===== src/rtl/if_stage_pkg.sv =====
// Shared pipeline package: FSM encoding for the fetch stage, default reset PC
// and bubble instruction, plus small PC helpers. The ID stage imports this
// package as well, so the defaults stay consistent across the pipeline.
package if_stage_pkg;

  localparam logic [31:0] DEFAULT_RESET_PC = 32'h0000_0000;
  localparam logic [31:0] DEFAULT_NOP_INST = 32'h0000_0000;

  typedef enum logic [1:0] {
    FETCH   = 2'd0,  // request outstanding at PC
    HOLD    = 2'd1,  // word captured while frozen, no request
    DISCARD = 2'd2   // redirected while a request was still in flight
  } if_state_e;

  function automatic logic [31:0] pc_plus4(input logic [31:0] pc);
    return pc + 32'd4;  // wraps modulo 2^32
  endfunction

  function automatic logic [31:0] align_word(input logic [31:0] addr);
    return addr & 32'hFFFF_FFFC;
  endfunction

endpackage


===== src/rtl/if_stage_if_id_reg.sv =====
// IF/ID pipeline register.
// Ports:
//   clk, rst (sync, active-low)
//   flush      : load a bubble (highest priority after reset)
//   hold       : keep current contents
//   load       : capture load_inst / load_pc as a valid instruction
//   instruction, pc_out, inst_valid : register contents
module if_id_reg
  import if_stage_pkg::*;
#(
  parameter logic [31:0] NOP_INST = DEFAULT_NOP_INST
) (
  input  logic        clk,
  input  logic        rst,
  input  logic        flush,
  input  logic        hold,
  input  logic        load,
  input  logic [31:0] load_inst,
  input  logic [31:0] load_pc,
  output logic [31:0] instruction,
  output logic [31:0] pc_out,
  output logic        inst_valid
);

  logic [31:0] inst_q, inst_d;
  logic [31:0] pc_q, pc_d;
  logic        valid_q, valid_d;

  always_comb begin
    inst_d  = inst_q;
    pc_d    = pc_q;
    valid_d = valid_q;
    if (flush) begin
      inst_d  = NOP_INST;
      pc_d    = 32'h0;
      valid_d = 1'b0;
    end else if (hold) begin
      inst_d  = inst_q;
    end else if (load) begin
      inst_d  = load_inst;
      pc_d    = load_pc;
      valid_d = 1'b1;
    end
  end

  always_ff @(posedge clk) begin
    if (!rst) begin
      inst_q  <= NOP_INST;
      pc_q    <= 32'h0;
      valid_q <= 1'b0;
    end else begin
      inst_q  <= inst_d;
      pc_q    <= pc_d;
      valid_q <= valid_d;
    end
  end

  assign instruction = inst_q;
  assign pc_out      = pc_q;
  assign inst_valid  = valid_q;

endmodule


===== src/rtl/if_stage.sv =====
// Instruction-fetch stage: PC register, fetch FSM (FETCH/HOLD/DISCARD),
// hold buffer for words returned while frozen, and the IF/ID register.
// Ports:
//   clk, rst (sync, active-low)
//   freeze, branch_taken, branch_target : pipeline control
//   imem_req, imem_addr, imem_ready, imem_rdata : instruction memory
//   instruction, pc_out, inst_valid : IF/ID register outputs
module if_stage
  import if_stage_pkg::*;
#(
  parameter logic [31:0] RESET_PC = DEFAULT_RESET_PC,
  parameter logic [31:0] NOP_INST = DEFAULT_NOP_INST
) (
  input  logic        clk,
  input  logic        rst,
  input  logic        freeze,
  input  logic        branch_taken,
  input  logic [31:0] branch_target,
  output logic        imem_req,
  output logic [31:0] imem_addr,
  input  logic        imem_ready,
  input  logic [31:0] imem_rdata,
  output logic [31:0] instruction,
  output logic [31:0] pc_out,
  output logic        inst_valid
);

  if_state_e   state_q, state_d;
  logic [31:0] pc_q, pc_d;
  // Address of the in-flight request while discarding; pc_q already holds
  // the redirect target so a later branch simply overwrites it.
  logic [31:0] discard_addr_q, discard_addr_d;
  logic [31:0] hold_buf_q, hold_buf_d;

  logic        ifid_flush, ifid_hold, ifid_load;
  logic [31:0] ifid_inst;

  always_comb begin
    state_d        = state_q;
    pc_d           = pc_q;
    discard_addr_d = discard_addr_q;
    hold_buf_d     = hold_buf_q;
    ifid_flush     = 1'b0;
    ifid_hold      = 1'b0;
    ifid_load      = 1'b0;
    ifid_inst      = imem_rdata;
    unique case (state_q)
      FETCH: begin
        if (branch_taken) begin
          pc_d       = align_word(branch_target);
          ifid_flush = 1'b1;
          hold_buf_d = 32'h0;
          if (!imem_ready) begin
            state_d        = DISCARD;
            discard_addr_d = pc_q;
          end
        end else if (imem_ready && freeze) begin
          hold_buf_d = imem_rdata;
          state_d    = HOLD;
          ifid_hold  = 1'b1;
        end else if (imem_ready) begin
          ifid_load = 1'b1;
          pc_d      = pc_plus4(pc_q);
        end else if (!freeze) begin
          ifid_flush = 1'b1;
        end else begin
          ifid_hold = 1'b1;
        end
      end
      HOLD: begin
        if (branch_taken) begin
          pc_d       = align_word(branch_target);
          ifid_flush = 1'b1;
          hold_buf_d = 32'h0;
          state_d    = FETCH;
        end else if (freeze) begin
          ifid_hold = 1'b1;
        end else begin
          ifid_load = 1'b1;
          ifid_inst = hold_buf_q;
          pc_d      = pc_plus4(pc_q);
          state_d   = FETCH;
        end
      end
      DISCARD: begin
        if (branch_taken) begin
          pc_d       = align_word(branch_target);
          ifid_flush = 1'b1;
        end else if (freeze) begin
          ifid_hold = 1'b1;
        end else begin
          ifid_flush = 1'b1;
        end
        // The returned word belongs to the abandoned path.
        if (imem_ready) state_d = FETCH;
      end
      default: state_d = FETCH;
    endcase
  end

  always_ff @(posedge clk) begin
    if (!rst) begin
      state_q        <= FETCH;
      pc_q           <= RESET_PC;
      discard_addr_q <= 32'h0;
      hold_buf_q     <= 32'h0;
    end else begin
      state_q        <= state_d;
      pc_q           <= pc_d;
      discard_addr_q <= discard_addr_d;
      hold_buf_q     <= hold_buf_d;
    end
  end

  assign imem_req  = (state_q != HOLD);
  assign imem_addr = (state_q == DISCARD) ? discard_addr_q : pc_q;

  if_id_reg #(
    .NOP_INST (NOP_INST)
  ) u_if_id_reg (
    .clk         (clk),
    .rst         (rst),
    .flush       (ifid_flush),
    .hold        (ifid_hold),
    .load        (ifid_load),
    .load_inst   (ifid_inst),
    .load_pc     (pc_plus4(pc_q)),
    .instruction (instruction),
    .pc_out      (pc_out),
    .inst_valid  (inst_valid)
  );

endmodule


===== config.mk =====
export PLATFORM = sky130hd
export DESIGN_NAME = if_stage
export DESIGN_NICKNAME = d
export VERILOG_FILES = /design/src/rtl/if_stage_pkg.sv /design/src/rtl/if_stage_if_id_reg.sv /design/src/rtl/if_stage.sv
export SDC_FILE = /design/constraint.sdc
export NUM_CORES = 1
export LEC_CHECK = 0
export BUFFER_PORTS_ARGS = -buffer_cell sky130_fd_sc_hd__buf_4
export CORE_UTILIZATION = 55
export CTS_BUF_LIST = sky130_fd_sc_hd__clkbuf_4
export DETAILED_ROUTE_END_ITERATION = 10
export GPL_TIMING_DRIVEN = 0
export PLACE_DENSITY_LB_ADDON = 0.25
export RECOVER_POWER = 25
export SKIP_CTS_REPAIR_TIMING = 1
export SYNTH_ARGS = -nofsm -noshare
export SYNTH_HDL_FRONTEND = slang
export SYNTH_SLANG_ARGS = --single-unit

===== constraint.sdc =====
create_clock -name clk -period 2.3 [get_ports clk]
set_input_delay 0.23 -clock clk [delete_from_list [all_inputs] [get_ports clk]]
set_output_delay 0.23 -clock clk [all_outputs]
set_load 0.05 [all_outputs]

---- Word level (Yosys, flattened, before mapping) ----
Index checks and enable logic that the tools add are counted.
cells by class
  add/sub/neg operators ................... 1
  equal/unequal tests ..................... 11
  muxes and demuxes ....................... 40
  bitwise gates (word level) .............. 3
  reductions and logical operators ........ 11
operators with widths
  operator                                                                 count
  32-bit 2-to-1 mux                                                        13
  32-bit one-hot mux with 3 select lines                                   1
  32-bit one-hot mux with 2 select lines                                   1
  32-bit by 3-bit adder with 32-bit output, second input constant          1
  1-bit 2-to-1 mux                                                         15
  3-bit inequality test, second input constant                             5
  2-bit 2-to-1 mux                                                         6
  2-bit inequality test, second input constant                             3
  2-bit one-hot mux with 3 select lines                                    1
  3-bit AND reduction                                                      2
  5-bit AND reduction                                                      1
  1-bit one-hot mux with 2 select lines                                    2
  4-bit AND reduction                                                      1
  2-bit OR reduction                                                       2
  1-bit inverter                                                           3
  1-bit one-hot mux with 3 select lines                                    1
  3-bit nonzero test                                                       1
  2-bit by 1-bit equality test with 1-bit output, second input constant    1
  2-bit equality test, second input constant                               1
  2-bit logical NOT                                                        1
  2-bit by 1-bit inequality test with 1-bit output, second input constant  1
  2-bit AND reduction                                                      1
  2-bit nonzero test                                                       1
  1-bit logical AND                                                        1
storage, ports and cells
  register bits after elaboration ......... 163
  output and inout port bits .............. 98
  word-level logic and storage cells ...... 73

---- Depth between registers and ports, before layout ----
Gate-level depths: netlist of the first run.
  word-level depth ........................ 7
  depth in mapped cells ................... 11

---- Hierarchy ----
Synthesis of the first run repeated with hierarchy kept, for this count alone.
second synthesis, totals
  cells, all modules ...................... 989
  area total of the unflattened synthesis .. 7,880.1 um^2
modules (own cells, without submodules)
  module     instances  cells an instance  area an instance (um^2)  sequential area each (um^2)
  if_stage   1          706                5,639.2                  1,881.8
  if_id_reg  1          283                2,240.9                  1,301.2

---- Worst setup path before layout of the first run ----
OpenSTA, ideal clock, no wires.
  kind .................................... reg-to-output
  start ................................... reg state_q[0]
  end ..................................... out imem_addr[18]
  arrival ................................. 2.091 ns
  slack ................................... -0.021 ns
  stages on the path, launching flop included .. 6
  cells stage by stage .................... dfxtp_1 > inv_1 > ha_1 > buf_2 > buf_1 > o21ai_0
between the ends
  longest elaborated chain between the ends .. 2
ends and longest elaborated chain
  element                   RTL line         source
  start: declaration        if_stage.sv:28   if_state_e state_q, state_d;
  start signal: assignment  if_stage.sv:108  state_q <= state_d;
  2-bit equality test       if_stage.sv:116  assign imem_addr = (state_q == DISCARD) ? discard_addr_q : pc_q;
  32-bit 2-to-1 mux         if_stage.sv:116
  end: declaration          if_stage.sv:20   output logic [31:0] imem_addr,
Every way passes these cells.

---- Worst setup path in the final report of the first run ----
  start ................................... reg state_q[0]
  end ..................................... out imem_addr[28]
Same word-level chain as after synthesis.

==> flow_metrics.tcl, run 1 <==
set metrics [dict create \
    crit_fanout 10 \
    rsz0062_at_grt "true" \
    yosys.cell_count.top_type "dfxtp_1" \
    status "finished with violations" \
    reg2reg_from "pc_q[3]" \
    worst-path-stages 6 \
    overflow 0 \
    drt.antenna.violating_nets 0 \
    vias_per_cell 5.82 \
    cp_num_buf_inv 4 \
    syn_inst 859 \
    numCtsBuffers 17 \
    clockBufferDepth 2 \
    cp_slowest_cell "dfxtp_2" \
    dr_wl_met2_um 11200 \
    layout.cells.non_filler 1278 \
    min_period_ps 2260 \
    crit_end "imem_addr[28]" \
    critPathKind "flop to primary output" \
    violations "hold timing" \
    start_util_pct 56.6 \
    synth_warnings 0 \
    dp_slack_ps -326 \
    clk_latency_ps 590 \
    synth_edf_count 0 \
    setup_violations 0 \
    synthArstFlopShare_pct 0 \
    fmax_mhz 443 \
    maxCapViolations 0 \
    grt_pass1_vias 6545 \
    relSlewSlack_pct 56.3 \
    hold_path_class "input pin to flop" \
    drt_iter0_markers 554 \
    whs_ps -23.7 \
    p_leak_nw 3.66 \
    antenna_cells 0 \
    hpwl_um 15800 \
    core_um2 13300 \
    dr.pass1.iters 5 \
    top_layer "met4" \
    synth_cell_type_count 66 \
    fillers 1098 \
    yosys-top-cells-area "dfxtp_1, a211oi_1, mux2i_1, nand2_1, nor2_1" \
    syn_avg_cell_area_um2 8.75 \
    setup_slack_ps 43.5 \
    gp_congestion 0.933 \
    worst_pin_slew_ps 658 \
    cts_tree "built" \
    ys.flop_type "dfxtp_1" \
    startpoint "state_q[0]" \
    grt_max_degree 17 \
    report.final.hold_viol_count 4 \
    worstPathArrival_ps 2030 \
    fp.dieArea_um2 14100 \
    critPathCaptureType "primary output" \
    synth_common_cells "dfxtp_1, nand2_1, nor2_1" \
    dp_cells 1195 \
    skew_ps 26.9 \
    r2r_cells 6 \
    die_h_um 119 \
    cp_common_cell "buf_6" \
    startpoint_type "flop" \
    clock-sinks 157 \
    regToRegSetupSlack_ps 90 \
    dr_wl_met3_um 1810 \
    num_io_pins 167 \
    multi_input_area_um2 3990 \
    cts.reportedPaths.clkPinSlew_ps 140 \
    final_util_pct 72.4 \
    period_share_pct 98.1 \
    p_per_area_nw_per_um2 698 \
    vias 7435 \
    critical-path-max-stage-delay_ps 370 \
    drive_gt1_share_pct 23.1 \
    cts_max_level 4 \
    yosysTopAreaCell "dfxtp_1" \
    ys_seq_area_share_pct 41.8 \
    netlist.area_leader.share_pct 41.8 \
    drt-met1-wl_um 9260 \
    wl_um 23000 \
    synth-seq-cells 157 \
    maxSlewViolCount 0 \
    area_growth_pct 28.1 \
    total_power_mw 6.73 \
    reg2reg_to "pc_q[30]" \
    die_w_um 119 \
    seq_area_um2 3150 \
    wl_per_cell_um 18.0 \
    grt_first_pass_wirelength_um 33800 \
    tns_ps 0 \
    drc 0 \
    nets 1163 \
    port_buffers 157 \
    required_ps 2070 \
    antenna_found_initial 0 \
    track_usage_pct 30.5 \
    path_cells "inv_2 -> ha_4 -> buf_6 -> buf_6 -> mux2_2 -> buf_4" \
    ir_worst_vdd_mv 0.529 \
    std_cell_rows 42 \
    cp_top_family "buffers and inverters" \
    netlist_area_um2 7520 \
    cts_root_buf "clkbuf_4" \
]
## cell type report
cell class | count | share of cell area (%)
multi-input combinational | 600 | 41.4
sequential | 157 | 32.7
clock buffer | 17 | 1.33
inverter | 9 | 0.351
buffer | 95 | 5.08
tap | 176 | 2.29
clock inverter | 15 | 1.55
timing repair buffer | 209 | 15.3
## routing by layer
metal	track usage, %	vias up
li1	-	3540
met1	38.3	3513
met2	50.8	324
met3	6.56	58
met4	12.3	0
met5	0	-
## how the worst min path moves through the flow
stage                             from  depth (start not counted)                  to  slack, ps
finish               branch_target[21]                          3            pc_q[21]        -20
global route         branch_target[21]                          3            pc_q[21]          4
CTS                     imem_rdata[26]                          2      hold_buf_q[26]       -170
detailed placement  discard_addr_q[24]                          2  discard_addr_q[24]        440
global placement    discard_addr_q[20]                          2  discard_addr_q[20]        440
floorplan                imem_rdata[0]                          1       hold_buf_q[0]        360
## cell families after synthesis
group / count (synthesis) / synth area share, %
buffers and inverters: 105 / 6.12
and+or+nand+nor: 273 / 17.7
adders and majority gates: 5 / 0.832
other: 1 / 0.0499
xor gates and xnor gates: 27 / 3.14
muxes: 67 / 9.37
AOI/OAI and AO/OA: 224 / 21.0
DFF: 157 / 41.8
## report_power, final
group | internal, mW | total (mW) | switching (mW) | leakage (nW)
sequential | 2.90 | 3.00 | 0.105 | 1.28
combinational | 0.685 | 2.01 | 1.32 | 2.24
clock | 0.576 | 1.71 | 1.14 | 0.148
## state kept, by name, summed over array words and instances, names as in the netlist
register,count
u_if_id_reg.inst_valid,1
u_if_id_reg.pc_out,30
discard_addr_q,30
state_q,2
hold_buf_q,32
pc_q,30
u_if_id_reg.instruction,32
## worst reg2reg max path, cell delays in order (launching register included)
cell and delay, ps:
dfxtp_2 450, ha_2 290, and3_1 320, and4_1 380
nand3_1 190, or4_1 430, o211ai_1 90
## through the flow
stage	instance area [um2]	hold WS (ps)
after floorplan	7530	356
after global placement	8930	438
after detailed placement	8930	445
after CTS	9210	-166
after global routing	9630	3.90
final	9630	-23.7
## cells in the final DEF, fill, tap and decap left out, drive strengths merged, types with 6 or more instances in the layout
cell type / n
o21ai: 19
a21oi: 52
and3: 6
nor2: 92
o22ai: 9
mux2: 27
inv: 19
xor2: 17
dlygate4sd3: 46
dfxtp: 157
nand2: 101
xnor2: 10
clkbuf: 126
nand4: 15
nor3: 8
nor4: 9
buf: 149
nand3: 17
a211oi: 60
mux2i: 40
a31oi: 7
and2: 7
a22o: 32
(Power assumes the default switching activity.)
==> run 2, diff against run 1 <==
--- a/config.mk
+++ b/config.mk
@@ -12,6 +12,7 @@
 export GPL_TIMING_DRIVEN = 0
 export PLACE_DENSITY_LB_ADDON = 0.25
 export RECOVER_POWER = 25
+export SETUP_SLACK_MARGIN = 0.15
 export SKIP_CTS_REPAIR_TIMING = 1
 export SYNTH_ARGS = -nofsm -noshare
 export SYNTH_HDL_FRONTEND = slang
==> run 2 against run 1 <==
Net effect: sequential power hardly changed; critical path depth stayed put; highest routed layer unchanged; critical path type unchanged; setup slack better by 35 ps; worst hold slack better by 14 ps; via count is 2.6% higher; the run still ends with hold timing left.
==> flow_metrics.tcl, run 2 (same netlist as run 1, synthesis figures left out) <==
set metrics [dict create \
    status "finished with violations" \
    violations "hold timing" \
    die_w_um 119 \
    clockBufferDepth 2 \
    drt.antenna.violating_nets 0 \
    rsz0062_at_grt "true" \
    reg2reg_to "pc_q[30]" \
    p_leak_nw 3.84 \
    clk_latency_ps 600 \
    r2r_cells 9 \
    std_cell_rows 42 \
    drt_iter0_markers 701 \
    skew_ps 31.2 \
    reg2reg_from "state_q[1]" \
    core_um2 13300 \
    min-delay-start "branch_target[22]" \
    grt_max_degree 17 \
    whs_path_depth 3 \
    setup_violations 0 \
    final_cell_mix "dfxtp_1, nand2_1, nor2_1, clkbuf_1, buf_4" \
    min_period_ps 2220 \
    vias 7630 \
    report.final.hold_viol_count 3 \
    numCtsBuffers 17 \
    grt_pass1_vias 6545 \
    final_util_pct 75.9 \
    final_common_cell "dfxtp_1" \
    wl_um 24700 \
    track_usage_pct 30.5 \
    p_per_area_nw_per_um2 691 \
    grt_first_pass_wirelength_um 33800 \
    period_share_pct 96.6 \
    clock-sinks 157 \
    holdPathEnd "pc_q[22]" \
    fp.dieArea_um2 14100 \
    cts_tree "built" \
    relSlewSlack_pct 50.2 \
    fmax_mhz 450 \
    seq_area_um2 3150 \
    worst_pin_slew_ps 747 \
    dr.pass1.iters 8 \
    startpoint_type "flop" \
    maxCapViolations 0 \
    antenna_found_initial 1 \
    nets 1171 \
    place_area_um2 8930 \
    fin_area_um2 10100 \
    critPathKind "flop to primary output" \
    maxSlewViolCount 0 \
    whs_ps -10.2 \
    drc 0 \
    worstPathArrival_ps 1990 \
    area_growth_pct 34.2 \
    regToRegSetupSlack_ps 100 \
    hold_path_class "input pin to flop" \
    ir_worst_vdd_mv 0.514 \
    required_ps 2070 \
    drive_gt1_share_pct 24.7 \
    multi_input_area_um2 4100 \
    start_util_pct 56.6 \
    cts_root_buf "clkbuf_4" \
    crit_fanout 8 \
    hpwl_um 15800 \
    critPathCaptureType "primary output" \
    overflow 0 \
    cts.reportedPaths.clkPinSlew_ps 160 \
    num_io_pins 167 \
    gp_congestion 0.933 \
    wl_per_cell_um 19.2 \
    die_h_um 119 \
    vias_per_cell 5.93 \
    port_buffers 157 \
    cts_max_level 4 \
    fillers 1016 \
]
==> run 2: changes by cell type in the layout (fill, tap and decap cells not counted), sizes merged <==
cell	delta
diode	+1
dlygate4sd3	+1
clkbuf	+7
==> run 2: routing by layer <==
| metal | track usage [%] | part of all wire, % | vias up |
|---|---|---|---|
| li1 | - | - | 3552 |
| met1 | 38.3 | 40 | 3633 |
| met2 | 50.8 | 49 | 385 |
| met3 | 6.56 | 8.1 | 60 |
| met4 | 12.3 | 3.1 | 0 |
| met5 | 0 | 0 | - |
==> run 2: cell type report <==
class	count	area share, %
multi-input cells	600	40.6
repair buffers	216	17.2
clock buffers	17	1.26
plain buffers	96	5.61
well taps	176	2.18
flip-flops and latches	157	31.2
diodes	1	0.0248
inverters	9	0.359
clock inverters	15	1.47
==> run 2: stage by stage <==
stage               hold slack, ps  setup TNS [ps]  cells  setup WS (ps)  power [mW]
global placement               438          -14460   1195           -258        4.90
CTS                           -166          -32550   1227           -565        6.58
floorplan                      356           -63.1    862          -21.0        4.34
detailed placement             445          -17850   1195           -326        4.93
finish                       -10.2               0   1287           78.4        6.98
global route                  2.63               0   1287           20.5        7.21
==> run 2: worst max path at each step <==
stage | from | endpoint | slack (ps) | cells after the start
6_report | state_q[0] | imem_addr[11] | 80 | 6
5_1_grt | state_q[0] | imem_addr[11] | 20 | 6
4_1_cts | state_q[0] | imem_addr[21] | -560 | 6
3_5_place_dp | state_q[0] | u_if_id_reg.pc_out[2] | -330 | 9
3_3_place_gp | state_q[1] | u_if_id_reg.pc_out[2] | -260 | 9
2_1_floorplan | state_q[0] | imem_addr[18] | -20 | 5
==> run 2: worst max-delay path, cell delays in order, from the launching register on <==
cell	delay (ps)
dfxtp_4	400
inv_4	40
ha_4	170
buf_12	150
clkbuf_16	170
mux2_4	310
buf_8	150
==> run 2: where the power goes <==
part	total [mW]	leakage, nW	switching (mW)	internal, mW
Combinational	2.25	2.42	1.40	0.848
Sequential	3.01	1.28	0.109	2.90
Clock	1.73	0.148	1.15	0.576
Total	6.98	3.84	2.66	4.32
